## src/rtl/battle_sequencer_pkg.sv

```systemverilog
// battle_pkg: shared battle phase codes and HP widths
package battle_pkg;
    localparam int ENEMY_HP_W = 11;
    localparam int PLAYER_HP_W = 8;
    typedef enum logic [3:0] {
        S_MENU   = 4'b0000,
        S_ATTACK = 4'b0001,
        S_ENEMY  = 4'b0010,
        S_WIN    = 4'b0011,
        S_LOSE   = 4'b0100,
        S_IDLE   = 4'b1010
    } battle_state_t;
endpackage

```

## src/rtl/battle_sequencer_if.sv

```systemverilog
// battle_sequencer_if: event pulses in, phase and HP status out
interface battle_sequencer_if;
    import battle_pkg::*;
    logic                   start_in;
    logic                   frame_tick_in;
    logic                   menu_finished_in;
    logic                   attack_finished_in;
    logic [ENEMY_HP_W-1:0]  attack_damage_in;
    logic                   player_hit_in;
    logic [PLAYER_HP_W-1:0] hit_damage_in;
    logic                   dodge_finished_in;
    logic [3:0]             state_out;
    logic                   phase_start_out;
    logic [ENEMY_HP_W-1:0]  enemy_hp_left_out;
    logic [PLAYER_HP_W-1:0] player_hp_out;
    logic [7:0]             turn_count_out;
    logic                   victory_out;
    logic                   game_over_out;
    modport master (
        output start_in, frame_tick_in, menu_finished_in, attack_finished_in, attack_damage_in,
               player_hit_in, hit_damage_in, dodge_finished_in,
        input  state_out, phase_start_out, enemy_hp_left_out, player_hp_out, turn_count_out,
               victory_out, game_over_out
    );
    modport slave (
        input  start_in, frame_tick_in, menu_finished_in, attack_finished_in, attack_damage_in,
               player_hit_in, hit_damage_in, dodge_finished_in,
        output state_out, phase_start_out, enemy_hp_left_out, player_hp_out, turn_count_out,
               victory_out, game_over_out
    );
endinterface

```

## src/rtl/hp_saturating_sub.sv

```systemverilog
// hp_saturating_sub: HP register with load and subtract that clamps at zero
module hp_saturating_sub #(
    parameter int W = 8
) (
    input  logic         clk,
    input  logic         rst,
    input  logic         i_load,
    input  logic [W-1:0] i_load_val,
    input  logic         i_sub,
    input  logic [W-1:0] i_amount,
    output logic [W-1:0] o_hp,
    output logic         o_sub_zero
);
    logic [W-1:0] r_hp;
    assign o_sub_zero = i_amount >= r_hp;
    assign o_hp = r_hp;
    // load has priority; a subtract that would underflow lands on zero
    always_ff @(posedge clk)
        if (rst) r_hp <= '0;
        else if (i_load) r_hp <= i_load_val;
        else if (i_sub) r_hp <= o_sub_zero ? '0 : r_hp - i_amount;
endmodule

```

## src/rtl/battle_sequencer.sv

```systemverilog
// battle_sequencer: battle phase FSM with HP tracking; optional enemy-turn timeout via BATTLE_TIMEOUT_EN
module battle_sequencer
    import battle_pkg::*;
#(
    parameter logic [ENEMY_HP_W-1:0]  ENEMY_HP_INIT  = 11'd192,
    parameter logic [PLAYER_HP_W-1:0] PLAYER_HP_INIT = 8'd20,
    parameter int                     PHASE_TIMEOUT  = 600
) (
    input logic               clk,
    input logic               rst,
    battle_sequencer_if.slave bus
);
    battle_state_t r_state, w_next;
    logic          r_phase;
    logic [7:0]    r_turn;
    logic          w_load, w_esub, w_psub, w_inc, w_e_zero, w_p_zero, w_timeout;
    logic [ENEMY_HP_W-1:0]  w_ehp;
    logic [PLAYER_HP_W-1:0] w_php;

    hp_saturating_sub #(.W(ENEMY_HP_W)) u_enemy_hp (
        .clk(clk), .rst(rst), .i_load(w_load), .i_load_val(ENEMY_HP_INIT),
        .i_sub(w_esub), .i_amount(bus.attack_damage_in), .o_hp(w_ehp), .o_sub_zero(w_e_zero)
    );

    hp_saturating_sub #(.W(PLAYER_HP_W)) u_player_hp (
        .clk(clk), .rst(rst), .i_load(w_load), .i_load_val(PLAYER_HP_INIT),
        .i_sub(w_psub), .i_amount(bus.hit_damage_in), .o_hp(w_php), .o_sub_zero(w_p_zero)
    );

`ifdef BATTLE_TIMEOUT_EN
    localparam int FW = $clog2(PHASE_TIMEOUT + 1);
    logic [FW-1:0] r_frames;
    assign w_timeout = bus.frame_tick_in && r_frames == FW'(PHASE_TIMEOUT - 1);
    // frame counter restarts on each entry to ENEMY and counts ticks while there
    always_ff @(posedge clk)
        if (rst) r_frames <= '0;
        else if (w_next == S_ENEMY && r_state != S_ENEMY) r_frames <= '0;
        else if (r_state == S_ENEMY && bus.frame_tick_in) r_frames <= r_frames + 1'b1;
`else
    assign w_timeout = 1'b0 & bus.frame_tick_in & (PHASE_TIMEOUT == 0);
`endif

    // next phase and HP/turn update strobes; a fatal hit beats dodge or timeout
    always_comb begin
        w_next = r_state;
        w_load = 1'b0;
        w_esub = 1'b0;
        w_psub = 1'b0;
        w_inc  = 1'b0;
        case (r_state)
            S_IDLE, S_WIN, S_LOSE: begin
                w_load = bus.start_in;
                w_next = bus.start_in ? S_MENU : r_state;
            end
            S_MENU: w_next = bus.menu_finished_in ? S_ATTACK : S_MENU;
            S_ATTACK: begin
                w_esub = bus.attack_finished_in;
                w_next = !bus.attack_finished_in ? S_ATTACK : w_e_zero ? S_WIN : S_ENEMY;
            end
            S_ENEMY: begin
                w_psub = bus.player_hit_in;
                w_inc  = !(bus.player_hit_in && w_p_zero) && (bus.dodge_finished_in || w_timeout);
                w_next = (bus.player_hit_in && w_p_zero) ? S_LOSE : w_inc ? S_MENU : S_ENEMY;
            end
            default: w_next = S_IDLE;
        endcase
    end

    // phase register, change strobe and saturating turn counter
    always_ff @(posedge clk)
        if (rst) begin
            r_state <= S_IDLE;
            r_phase <= 1'b0;
            r_turn  <= '0;
        end else begin
            r_state <= w_next;
            r_phase <= w_next != r_state;
            r_turn  <= w_load ? '0 : (w_inc && r_turn != 8'hFF) ? r_turn + 8'd1 : r_turn;
        end

    assign bus.state_out         = r_state;
    assign bus.phase_start_out   = r_phase;
    assign bus.enemy_hp_left_out = w_ehp;
    assign bus.player_hp_out     = w_php;
    assign bus.turn_count_out    = r_turn;
    assign bus.victory_out       = r_state == S_WIN;
    assign bus.game_over_out     = r_state == S_LOSE;
endmodule

```

## src/flat_wrapper.sv

```systemverilog
// flat-port wrapper written by rule: the top's interface ports become plain ports
module battle_sequencer_flat import battle_pkg::*;
#(
    parameter logic [ENEMY_HP_W-1:0]  ENEMY_HP_INIT  = 11'd192,
    parameter logic [PLAYER_HP_W-1:0] PLAYER_HP_INIT = 8'd20,
    parameter int                     PHASE_TIMEOUT  = 600
)
  (clk, rst, bus_start_in, bus_frame_tick_in, bus_menu_finished_in, bus_attack_finished_in, bus_attack_damage_in, bus_player_hit_in, bus_hit_damage_in, bus_dodge_finished_in, bus_state_out, bus_phase_start_out, bus_enemy_hp_left_out, bus_player_hp_out, bus_turn_count_out, bus_victory_out, bus_game_over_out);
  battle_sequencer_if bus_i ();
  input logic clk;
  input logic rst;
  input wire logic [$bits(bus_i.start_in)-1:0] bus_start_in;
  input wire logic [$bits(bus_i.frame_tick_in)-1:0] bus_frame_tick_in;
  input wire logic [$bits(bus_i.menu_finished_in)-1:0] bus_menu_finished_in;
  input wire logic [$bits(bus_i.attack_finished_in)-1:0] bus_attack_finished_in;
  input wire logic [$bits(bus_i.attack_damage_in)-1:0] bus_attack_damage_in;
  input wire logic [$bits(bus_i.player_hit_in)-1:0] bus_player_hit_in;
  input wire logic [$bits(bus_i.hit_damage_in)-1:0] bus_hit_damage_in;
  input wire logic [$bits(bus_i.dodge_finished_in)-1:0] bus_dodge_finished_in;
  output wire logic [$bits(bus_i.state_out)-1:0] bus_state_out;
  output wire logic [$bits(bus_i.phase_start_out)-1:0] bus_phase_start_out;
  output wire logic [$bits(bus_i.enemy_hp_left_out)-1:0] bus_enemy_hp_left_out;
  output wire logic [$bits(bus_i.player_hp_out)-1:0] bus_player_hp_out;
  output wire logic [$bits(bus_i.turn_count_out)-1:0] bus_turn_count_out;
  output wire logic [$bits(bus_i.victory_out)-1:0] bus_victory_out;
  output wire logic [$bits(bus_i.game_over_out)-1:0] bus_game_over_out;
  assign bus_i.start_in = bus_start_in;
  assign bus_i.frame_tick_in = bus_frame_tick_in;
  assign bus_i.menu_finished_in = bus_menu_finished_in;
  assign bus_i.attack_finished_in = bus_attack_finished_in;
  assign bus_i.attack_damage_in = bus_attack_damage_in;
  assign bus_i.player_hit_in = bus_player_hit_in;
  assign bus_i.hit_damage_in = bus_hit_damage_in;
  assign bus_i.dodge_finished_in = bus_dodge_finished_in;
  assign bus_state_out = bus_i.state_out;
  assign bus_phase_start_out = bus_i.phase_start_out;
  assign bus_enemy_hp_left_out = bus_i.enemy_hp_left_out;
  assign bus_player_hp_out = bus_i.player_hp_out;
  assign bus_turn_count_out = bus_i.turn_count_out;
  assign bus_victory_out = bus_i.victory_out;
  assign bus_game_over_out = bus_i.game_over_out;
  battle_sequencer #(.ENEMY_HP_INIT(ENEMY_HP_INIT), .PLAYER_HP_INIT(PLAYER_HP_INIT), .PHASE_TIMEOUT(PHASE_TIMEOUT)) u_core (.clk(clk), .rst(rst), .bus(bus_i));
endmodule
```

## config.mk

```make
export PLATFORM = sky130hd
export DESIGN_NAME = battle_sequencer_flat
export DESIGN_NICKNAME = d
export VERILOG_FILES = /design/src/rtl/battle_sequencer_pkg.sv /design/src/rtl/battle_sequencer_if.sv /design/src/rtl/hp_saturating_sub.sv /design/src/rtl/battle_sequencer.sv /design/src/flat_wrapper.sv
export SDC_FILE = /design/constraint.sdc
export NUM_CORES = 1
export LEC_CHECK = 0
export ABC_AREA = 1
export CAP_MARGIN = 5
export CORE_UTILIZATION = 45
export CTS_BUF_LIST = sky130_fd_sc_hd__clkbuf_16
export CTS_CLUSTER_DIAMETER = 50
export CTS_CLUSTER_SIZE = 28
export DETAILED_ROUTE_END_ITERATION = 10
export PLACE_DENSITY = 0.77
export SYNTH_ARGS = -nofsm -noshare
export SYNTH_HDL_FRONTEND = slang
export SYNTH_SLANG_ARGS = --single-unit
export TNS_END_PERCENT = 100
```

## constraint.sdc

```tcl
create_clock -name clk -period 1.8 [get_ports clk]
set_input_delay 0.36 -clock clk [delete_from_list [all_inputs] [get_ports clk]]
set_output_delay 0.36 -clock clk [all_outputs]
set_load 0.01 [all_outputs]
```

==> flow_summary.toml <==
[clocking]
clock_path_buffers = 2
cts_root_buf = "clkbuf_16"
clock_latency_ps = 280
htreeDepth = 2
cts_buffers = 5
numClockSinks = 32
clk_pin_slew_worst_paths_ps = 60
cts_tree = "yes"
cts_hold_buf = 0

[floorplan]
row_count = 26
initial_core_util_pct = 47.40
die_y_um = 76.05
pin_count = 61
die_width_um = 76.05
core_area_um2 = 5205
die_area_um2 = 5783

[critical_path]
startpoint_type = "flop"
cp-end-kind = "flop"
required_ps = 2010
crit_fanout = 5
criticalPathCategory = "reg -> reg"
arrival_ps = 2150

[synthesis]
yosysSeqAreaShare_pct = 25.96
synth_ff_type = "dfxtp_1"
synth_area_leaders = "dfxtp_1 (26%), nand2_1 (14%), ha_1 (10%)"
syn-num-nets = 416
syn-instance-count = 367
yosysTopAreaCell = "dfxtp_1"
async_reset_ff_share_pct = 0
synth.avg_cell_area_um2 = 6.723
synth_warnings = 0
synth-edff-count = 0
synth_top_area_share_pct = 25.96
ys_ff_latch = 32
ys_types = 39
netlist_area_um2 = 2467

[global_route]
grt_pass1_vias = 2880
grt_overflow = 0
grt_max_degree = 16
grt.total_usage_pct = 28.29
antenna_found_initial = 0
grt_pass1_wl_um = 13120

[sta]
hold_ws_ps = 506.3
maxSlewViolCount = 0
max_freq_ghz = 0.5156
worst_pin_slew_ps = 473.0
setup_violations = 19
rsz0062_at_grt = "true"
slew_headroom_pct = 68.32
worst_slack_ps = -139.6
fin_crit_ps = 1940
final_hold_viol_count = 0
skew_ps = 4.138
finalCritPeriodShare_pct = 107.8

[layout]
nets = 543
diodes = 0
fill_cells = 300
layout-drive-gt1-share_pct = 43.43
final_cells = 565
area_growth_pct = 73.07
fin_area_um2 = 4270

[pwr]
peakVddDrop_uv = 403.1
powerDensity_nw_per_um2 = 639.3
p_leak_nw = 1.971

[placement]
place_congestion = 0.9142
portBuffers = 59
dp_hpwl_um = 5063
place_area_um2 = 3523
dp.cells = 545

[routing]
routedWlPerCell_um = 15.75
drc = 0
vias_per_cell = 5.324
vias = 3008
totalWireLength_um = 8899
drtAntennaViolNets = 0
detail_route.iter0.violations = 219
dr.pass1.iters = 5

[worst_hold_path]
hp-class = "reg -> reg"

[status]
failed_checks = "negative setup slack"
status = "finished, violations left"

[run]
drv_cap = 0
## layout make-up
| class | count | area (um2) | share of cell area, % |
|---|---|---|---|
| clock buffers | 5 | 125.1 | 2.930 |
| clock inverters | 3 | 37.54 | 0.8790 |
| inverters | 63 | 251.5 | 5.889 |
| multi-input cells | 269 | 2047 | 47.93 |
| flip-flops and latches | 32 | 654.4 | 15.32 |
| well taps | 70 | 87.58 | 2.051 |
| repair buffers | 122 | 1061 | 24.85 |
| repair inverters | 1 | 6.256 | 0.1465 |
## layout by cell type (no fill, tap or decap), types with 18 or more instances in the layout
| cell | n |
|---|---|
| dlygate4sd2_1 | 20 |
| nor2_1 | 22 |
| dfxtp_1 | 21 |
| nand2_1 | 71 |
| clkdlybuf4s50_1 | 38 |
| nand2_2 | 20 |
| inv_1 | 32 |
| buf_4 | 60 |
| a21oi_1 | 24 |
| inv_2 | 27 |
| a21oi_2 | 18 |
| ha_4 | 18 |
## routing by layer
| layer | wire length [um] | part of all wire, % | vias to the layer above | GRT usage (%) |
|---|---|---|---|---|
| met3 | 363 | 4.1 | 34 | 4.072 |
| met4 | 328 | 3.7 | 0 | 11.92 |
| met1 | 3479 | 39 | 1421 | 30.64 |
| met2 | 4727 | 53 | 126 | 54.36 |
| met5 | 0 | 0 | - | 0 |
| li1 | - | - | 1427 | - |
## kinds of logic (layout without fill, tap and decap cells)
group	count (synthesis)	count (layout)	synth area share, %
fa+ha+maj	22	22	11.76
xor+xnor	11	11	3.905
buf+inv	66	194	10.95
flops	32	32	25.96
simple gates	176	176	33.06
compound gates	60	60	14.35
## Yosys cell counts, types with 2 or more instances
cell / instances
nor2_2: 4
a21oi_2: 10
inv_1: 56
nand2_4: 2
ha_1: 20
o21ai_1: 3
or2_2: 7
a31oi_1: 2
dfxtp_1: 32
nand3_1: 24
inv_2: 4
a21oi_1: 33
nand2_2: 3
nor2_4: 2
nor2_1: 26
nand3_2: 2
inv_4: 2
nor3_1: 3
nand4_1: 4
fa_1: 2
xor2_1: 8
o21ai_0: 7
xnor2_1: 3
nand2_1: 93
## flip-flops by register name, indices dropped and copies added (netlist names)
| register | cells |
|---|---|
| u_core.bus.phase_start_out | 1 |
| u_core.u_enemy_hp.o_hp | 11 |
| u_core.bus.state_out | 4 |
| u_core.u_player_hp.o_hp | 8 |
| u_core.bus.turn_count_out | 8 |
## report_power, final
| part | switching (mW) | total, mW | leakage [nW] | internal, mW |
|---|---|---|---|---|
| registers | 0.0424 | 0.789 | 0.265 | 0.746 |
| logic | 0.519 | 0.982 | 1.63 | 0.463 |
| clock network | 0.316 | 0.959 | 0.0789 | 0.643 |
| total | 0.878 | 2.73 | 1.97 | 1.85 |
## what timing repair did
action / CTS / global route
setup buffers: 7 / 4
endpoints found under the setup margin: 32 / 28
gates cloned: 1 / 0
pin swaps: 45 / 24
gates resized for setup: 98 / 49
## worst max-delay path, stage by stage (launching register included)
cell     delay (ps)
dfxtp_2         340
inv_2            50
ha_4            150
inv_2            60
fa_2            210
nand2_2          60
nand2_2          70
nand3_2          80
nand2_2         100
nand2_4          90
buf_12          140
nor2_8          130
inv_4            70
a21oi_2         140
o21ai_2          90
a21oi_2         100
## worst paths after layout
kind,start,endpoint,slack [ps],cells past startpoint
worst min register to register,u_core.u_enemy_hp.o_hp[9]$_SDFFE_PP0P_,u_core.u_enemy_hp.o_hp[9]$_SDFFE_PP0P_,510,2
worst max register to register,u_core.u_player_hp.o_hp[0]$_SDFFE_PP0P_,u_core.u_player_hp.o_hp[7]$_SDFFE_PP0P_,-140,15
worst min-delay path,u_core.u_enemy_hp.o_hp[9]$_SDFFE_PP0P_,u_core.u_enemy_hp.o_hp[9]$_SDFFE_PP0P_,510,2
worst max-delay path,u_core.u_player_hp.o_hp[0]$_SDFFE_PP0P_,u_core.u_player_hp.o_hp[7]$_SDFFE_PP0P_,-140,15
## through the flow
step | setup WS [ps] | setup TNS (ps) | util, % | total power, mW
6_report | -139.6 | -1213 | 82.04 | 2.730
5_1_grt | -226.6 | -2656 | 82.04 | 2.855
4_1_cts | -100.8 | -601.2 | 78.03 | 2.623
3_5_place_dp | -577.4 | -14800 | 67.69 | 1.557
3_3_place_gp | -532.2 | -13710 | 67.69 | 1.540
2_1_floorplan | 5.747 | 0 | - | 1.219
No activity file was read; power rests on OpenSTA's default activity.
